$ cat src/rtl/sr_latch_bank_if.sv
// ------------------------------------------------------------------------
// sr_latch_bank_if : request inputs and latched-state outputs of the bank
// Rev 1.0
// ------------------------------------------------------------------------
`default_nettype none

interface sr_latch_bank_if #(
  parameter int NUM_CH = 4
);
  logic [NUM_CH-1:0] s_n;
  logic [NUM_CH-1:0] r_n;
  logic              force_clr;
  logic [NUM_CH-1:0] q;
  logic [NUM_CH-1:0] q_bar;
  logic [NUM_CH-1:0] set_pulse;
  logic [NUM_CH-1:0] clr_pulse;

  modport master (
    output s_n, r_n, force_clr,
    input  q, q_bar, set_pulse, clr_pulse
  );

  modport slave (
    input  s_n, r_n, force_clr,
    output q, q_bar, set_pulse, clr_pulse
  );
endinterface

`default_nettype wire

$ cat src/rtl/sr_latch_bank.sv
// ------------------------------------------------------------------------
// sr_latch_bank : debounced reset-dominant SR channels with set/clear strobes
// Optional SR_LATCH_BANK_SYNC_EN adds 2-flop input synchronisers. Rev 1.0
// ------------------------------------------------------------------------
`default_nettype none

module sr_latch_bank #(
  parameter int NUM_CH          = 4,
  parameter int DEBOUNCE_CYCLES = 4
) (
  input  wire              clk,
  input  wire              rst_n,
  sr_latch_bank_if.slave   bus
);

  localparam int                 C_CNT_W    = $clog2(DEBOUNCE_CYCLES + 1);
  localparam logic [C_CNT_W-1:0] C_CNT_LAST = C_CNT_W'(DEBOUNCE_CYCLES - 1);
  localparam int                 C_NB       = 2 * NUM_CH;

  logic [NUM_CH-1:0] w_s_in;
  logic [NUM_CH-1:0] w_r_in;

`ifdef SR_LATCH_BANK_SYNC_EN
  logic [NUM_CH-1:0] r_s_meta;
  logic [NUM_CH-1:0] r_s_sync;
  logic [NUM_CH-1:0] r_r_meta;
  logic [NUM_CH-1:0] r_r_sync;

  always_ff @(posedge clk) begin
    if (!rst_n) begin
      r_s_meta <= '1;
      r_s_sync <= '1;
      r_r_meta <= '1;
      r_r_sync <= '1;
    end else begin
      r_s_meta <= bus.s_n;
      r_s_sync <= r_s_meta;
      r_r_meta <= bus.r_n;
      r_r_sync <= r_r_meta;
    end
  end

  assign w_s_in = r_s_sync;
  assign w_r_in = r_r_sync;
`else
  assign w_s_in = bus.s_n;
  assign w_r_in = bus.r_n;
`endif

  // Set inputs occupy the low half, reset inputs the high half.
  logic [C_NB-1:0] w_raw;
  logic [C_NB-1:0] w_filt;
  logic [NUM_CH-1:0] w_s_filt;
  logic [NUM_CH-1:0] w_r_filt;

  assign w_raw    = {w_r_in, w_s_in};
  assign w_s_filt = w_filt[NUM_CH-1:0];
  assign w_r_filt = w_filt[C_NB-1:NUM_CH];

  for (genvar j = 0; j < C_NB; j++) begin : g_deb
    logic [C_CNT_W-1:0] r_cnt;
    logic               r_f;

    always_ff @(posedge clk) begin
      if (!rst_n) begin
        r_cnt <= '0;
        r_f   <= 1'b1;
      end else if (w_raw[j] == r_f) begin
        r_cnt <= '0;
      end else if (r_cnt == C_CNT_LAST) begin
        r_f   <= w_raw[j];
        r_cnt <= '0;
      end else begin
        r_cnt <= r_cnt + 1'b1;
      end
    end

    assign w_filt[j] = r_f;
  end

  logic [NUM_CH-1:0] r_q;
  logic [NUM_CH-1:0] r_q_bar;
  logic [NUM_CH-1:0] r_set_pulse;
  logic [NUM_CH-1:0] r_clr_pulse;
  logic [NUM_CH-1:0] w_q_next;

  // Priority: force_clr, then filtered reset, then filtered set, else hold.
  always_comb begin
    w_q_next = '0;
    if (!bus.force_clr) begin
      w_q_next = w_r_filt & (~w_s_filt | r_q);
    end
  end

  always_ff @(posedge clk) begin
    if (!rst_n) begin
      r_q         <= '0;
      r_q_bar     <= '1;
      r_set_pulse <= '0;
      r_clr_pulse <= '0;
    end else begin
      r_q         <= w_q_next;
      r_q_bar     <= ~w_q_next;
      r_set_pulse <= w_q_next & ~r_q;
      r_clr_pulse <= ~w_q_next & r_q;
    end
  end

  assign bus.q         = r_q;
  assign bus.q_bar     = r_q_bar;
  assign bus.set_pulse = r_set_pulse;
  assign bus.clr_pulse = r_clr_pulse;

endmodule

`default_nettype wire

$ cat src/flat_wrapper.sv
// flat-port wrapper written by rule: the top's interface ports become plain ports
module sr_latch_bank_flat 
#(
  parameter int NUM_CH          = 4,
  parameter int DEBOUNCE_CYCLES = 4
)
  (clk, rst_n, bus_s_n, bus_r_n, bus_force_clr, bus_q, bus_q_bar, bus_set_pulse, bus_clr_pulse);
  sr_latch_bank_if #(.NUM_CH(NUM_CH)) bus_i ();
  input  wire clk;
  input  wire rst_n;
  input wire logic [$bits(bus_i.s_n)-1:0] bus_s_n;
  input wire logic [$bits(bus_i.r_n)-1:0] bus_r_n;
  input wire logic [$bits(bus_i.force_clr)-1:0] bus_force_clr;
  output wire logic [$bits(bus_i.q)-1:0] bus_q;
  output wire logic [$bits(bus_i.q_bar)-1:0] bus_q_bar;
  output wire logic [$bits(bus_i.set_pulse)-1:0] bus_set_pulse;
  output wire logic [$bits(bus_i.clr_pulse)-1:0] bus_clr_pulse;
  assign bus_i.s_n = bus_s_n;
  assign bus_i.r_n = bus_r_n;
  assign bus_i.force_clr = bus_force_clr;
  assign bus_q = bus_i.q;
  assign bus_q_bar = bus_i.q_bar;
  assign bus_set_pulse = bus_i.set_pulse;
  assign bus_clr_pulse = bus_i.clr_pulse;
  sr_latch_bank #(.NUM_CH(NUM_CH), .DEBOUNCE_CYCLES(DEBOUNCE_CYCLES)) u_core (.clk(clk), .rst_n(rst_n), .bus(bus_i));
endmodule
$ cat config.mk
export PLATFORM = sky130hd
export DESIGN_NAME = sr_latch_bank_flat
export DESIGN_NICKNAME = d
export VERILOG_FILES = /design/src/rtl/sr_latch_bank_if.sv /design/src/rtl/sr_latch_bank.sv /design/src/flat_wrapper.sv
export SDC_FILE = /design/constraint.sdc
export NUM_CORES = 1
export LEC_CHECK = 0
export BUFFER_PORTS_ARGS = -buffer_cell sky130_fd_sc_hd__buf_4
export CAP_MARGIN = 40
export CORE_MARGIN = 2
export CORE_UTILIZATION = 59
export DETAILED_ROUTE_END_ITERATION = 6
export PLACE_DENSITY = 0.82
export SETUP_SLACK_MARGIN = 0.1
export SYNTH_ARGS = -nofsm -noshare
export SYNTH_HDL_FRONTEND = slang
export SYNTH_SLANG_ARGS = --single-unit
$ cat constraint.sdc
create_clock -name clk -period 1.7 [get_ports clk]
set_input_delay 0 -clock clk [delete_from_list [all_inputs] [get_ports clk]]
set_output_delay 0 -clock clk [all_outputs]
set_load 0.05 [all_outputs]
Word-level counts from Yosys, hierarchy flattened

Cells that the tools add are included.

Add/subtract/negate cells: 8
Equal/unequal tests: 16
Multiplexer cells: 1
Bitwise operators: 16
Reductions and logical operators: 16

Operator list:

| cell                                           | number |
|---|---|
| adder 3 x 1 -> 3 bit (second input constant)   | 8 |
| == test 3 x 2 -> 1 bit (second input constant) | 8 |
| OR reduction 3 bit                             | 8 |
| AND reduction 2 bit                            | 8 |
| AND 4 bit                                      | 3 |
| inverter 4 bit                                 | 3 |
| inverter 1 bit                                 | 9 |
| == test 1 bit                                  | 8 |
| two-way mux 4 bit                              | 1 |
| OR 4 bit                                       | 1 |

Bits in registers: 48
Bits of input ports: 11
Output and inout port bits: 16
Logic and storage cells: 77

Depth between registers and ports, before layout

Depth in word-level cells: 6
Depth in mapped cells: 4
Depth with buffers taken out: 4

Worst setup path after synthesis

Ideal clock, no wire load.

Path kind: reg-to-reg
Start point: reg u_core.g_deb[0].r_cnt[0]
End point: reg u_core.g_deb[0].r_cnt[2]
Library setup time: 0.096 ns
Arrival time: 0.982 ns
Data required time: 1.604 ns
Path slack: 0.622 ns
Cell stages (with the launch flop): 4
Buffers on the path: 0
Clock period less this slack: 1.078 ns
Path through: dfxtp_1 ha_1 ha_1 nor4b_1

Word-level cells in the longest chain between the ends: 2
Elaborated cells between the ends (all ways): 3
Those cells by class: 1 x add/sub; 1 x eq/ne; 1 x reduce/logical

Ends and longest elaborated chain:

| item                                                         | line                | source |
|---|---|---|
| from (decl)                                                  | sr_latch_bank.sv:61 | `logic [C_CNT_W-1:0] r_cnt;` |
| from (signal assigned)                                       | sr_latch_bank.sv:74 | `r_cnt <= r_cnt + 1'b1;` |
| branches (longest 2 deep; another with adder 3 x 1 -> 3 bit) | --                  |  |

Several ways; the timed one is not identified.
A chain may end at the register's enable or synchronous reset.

Final worst setup path

Start point: reg u_core.g_deb[1].r_cnt[0]
End point: reg u_core.g_deb[1].r_cnt[2]

Word-level cells in the longest chain between the ends: 2
Elaborated cells between the ends (all ways): 3
Those cells by class: 1 x add/sub; 1 x eq/ne; 1 x reduce/logical

Ends and longest elaborated chain:

| item                                                         | line |
|---|---|
| from (decl)                                                  | sr_latch_bank.sv:61 |
| from (signal assigned)                                       | sr_latch_bank.sv:74 |
| branches (longest 2 deep; another with adder 3 x 1 -> 3 bit) | -- |

Several ways; the timed one is not identified.

==> impl_metrics.tcl <==
set metrics [dict create \
    post_cts_buffers 0 \
    drive_gt1_share_pct 19.6 \
    antenna_left 0 \
    synth_area_um2 1790 \
    root_buffer "clkbuf_4" \
    final_common_cell "dfxtp_1" \
    rsz0062_at_grt "false" \
    ys_dominant_reg_cell "dfxtp_1" \
    nets 220 \
    p_leak_uw 0.000879 \
    drv_cap 0 \
    avgRoutedWirePerCell_um 14.7 \
    ff2ff_setup_slack_ns 0.46 \
    first_pass_iters 4 \
    grt_max_degree 42 \
    grt_use_total_pct 21.7 \
    hold_start "bus_s_n[2]" \
    cp-end-kind "flip-flop" \
    startpoint "u_core.g_deb[1].r_cnt[0]" \
    port_buffers 26 \
    drc 0 \
    hpwl_mm 2.32 \
    antennaDiodeCount 0 \
    yosysUniqueCellTypes 18 \
    cp.arrival_ns 1.51 \
    worstSetupPathType "flip-flop to flip-flop" \
    grt.overflow.total 0 \
    hold-path-endpoint "u_core.g_deb[2].r_f" \
    n_fill_cell 240 \
    rr_endpoint "u_core.g_deb[1].r_cnt[2]" \
    worst_hold_slack_ns 0.405 \
    start_util_pct 60.2 \
    gp_congestion 0.656 \
    hold_path.class "input port to flip-flop" \
    setup_violations 0 \
    min_period_ns 1.24 \
    clkSlewWorstSetupHoldPaths_ns 0.12 \
    cts_buffer_depth 2 \
    rows 20 \
    reg2reg_depth 3 \
    path_max_fanout 2 \
    core_um2 2980 \
    syn2layout_area_growth_pct 20.9 \
    seq_area_frac_synth_pct 53.6 \
    drt-initial-drc-count 46 \
    clock.fmax_mhz 803 \
    ir_drop_mv 0.587 \
    cts.sinks 48 \
    ys_async_sr_fraction_pct 0 \
    synth_nets 181 \
    period_share_pct 73.2 \
    cp-start-kind "flip-flop" \
    synth-edff-count 0 \
    status "complete, no violations" \
    die_area_um2 3500 \
    die_width_um 59.1 \
    numCtsBuffers 5 \
    cts_tree "built" \
    slew_headroom_pct 76.7 \
    cts_resized 0 \
    worst_clock_skew_ns 0.00818 \
    viasPerCell 5.34 \
    cts-hold-fix-buffers 10 \
    fin_ws_ns 0.455 \
    p_per_area_nw_per_um2 846 \
    slew_viol_final 0 \
    ys_warn_count 0 \
    routed_wl_mm 3.33 \
    io_pins 27 \
    htree_levels 2 \
    vias 1212 \
    netlist_instances 154 \
    finalSetupTns_ns 0 \
    grt_pass1_vias 1219 \
    syn_avg_cell_area_um2 11.6 \
    dp_slack_ns 0.472 \
    antenna_found_initial 0 \
    grt_pass1_wl_mm 5.47 \
    required_ns 1.96 \
    die_h_um 59.1 \
    worst_slew_pin_slew_ns 0.349 \
    r2r_start "u_core.g_deb[1].r_cnt[0]" \
    finalHoldViolCount 0 \
    clk-insertion-delay-late_ns 0.36 \
    ys_ff_latch 48 \
    hold_depth 4 \
    final_cell_mix "dfxtp_1 (48), buf_4 (26), nor4b_1 (16), ha_1 (16), nand2_1 (12)" \
]
==> area by class of cell <==
class,instances,area [µm²],area share (%)
repair buffers,36,295,13.6
well taps,33,41.3,1.90
flip-flops and latches,48,961,44.3
inverters,9,33.8,1.56
multi-input cells,93,778,35.9
clock buffers,8,58.8,2.71
==> per-layer routing <==
layer	vias up	part of all wire, %	GRT usage (%)
li1	616	-	-
met1	563	42	23.9
met2	23	51	39.0
met3	10	3.6	3.93
met4	0	2.9	11.7
met5	-	0	0
==> flip-flops by register name (all words and copies together), names as in the netlist <==
signal	flops
u_core.bus.clr_pulse	4
u_core.bus.q	4
u_core.bus.q_bar	4
u_core.bus.set_pulse	4
u_core.g_deb.r_cnt	24
u_core.g_deb.r_f	8
==> per-stage QoR <==
step                      total power, µW  std cells  cell area [µm²]  utilization, %
after floorplan                      1250        154             1790               -
after global placement               1280        209             2010            67.5
after detailed placement             1300        209             2010            67.5
after CTS                            1840        227             2170            72.8
after global routing                 1890        227             2170            72.8
final                                1830        227             2170            72.8
==> report_power, final <==
group / internal, µW / total (µW) / switching, µW
clock: 205 / 542 / 338
sequential: 1150 / 1160 / 12.5
combinational: 71.5 / 131 / 59.4
==> critical path, stage by stage (launching register included) <==
cell,delay [ns]
dfxtp_1,0.35
ha_1,0.21
ha_1,0.27
nor4b_1,0.32
==> how the worst max path moves through the flow <==
stage	end	slack, ns
3_5_place_dp	u_core.g_deb[1].r_cnt[2]	0.47
4_1_cts	u_core.g_deb[1].r_cnt[2]	0.45
6_report	u_core.g_deb[1].r_cnt[2]	0.46
2_1_floorplan	u_core.g_deb[0].r_cnt[2]	0.62
3_3_place_gp	u_core.g_deb[7].r_cnt[2]	0.60
5_1_grt	u_core.g_deb[1].r_cnt[2]	0.40
==> logic make-up after synthesis <==
group / after synthesis / synth area share (%)
buf+inv: 13 / 3.00
fa+ha+maj: 16 / 11.2
compound gates: 4 / 1.12
flops: 48 / 53.6
simple gates: 57 / 22.7
mux: 8 / 4.47
xor+xnor: 8 / 3.91
==> Yosys cell counts, drive strengths merged (4+ instances only) <==
| cell | n | area share (%) |
|---|---|---|
| nor2b | 4 | 1.4 |
| inv | 9 | 1.9 |
| nor3 | 4 | 1.1 |
| a21oi | 4 | 1.1 |
| ha | 16 | 11 |
| xnor2 | 8 | 3.9 |
| and4bb | 6 | 4.2 |
| nand2 | 12 | 2.5 |
| nand2b | 4 | 1.4 |
| nand3 | 4 | 1.1 |
| nand3b | 4 | 1.7 |
| nor4b | 16 | 7.8 |
| dfxtp | 48 | 54 |
| mux2i | 8 | 4.5 |
(Power assumes the default switching activity.)
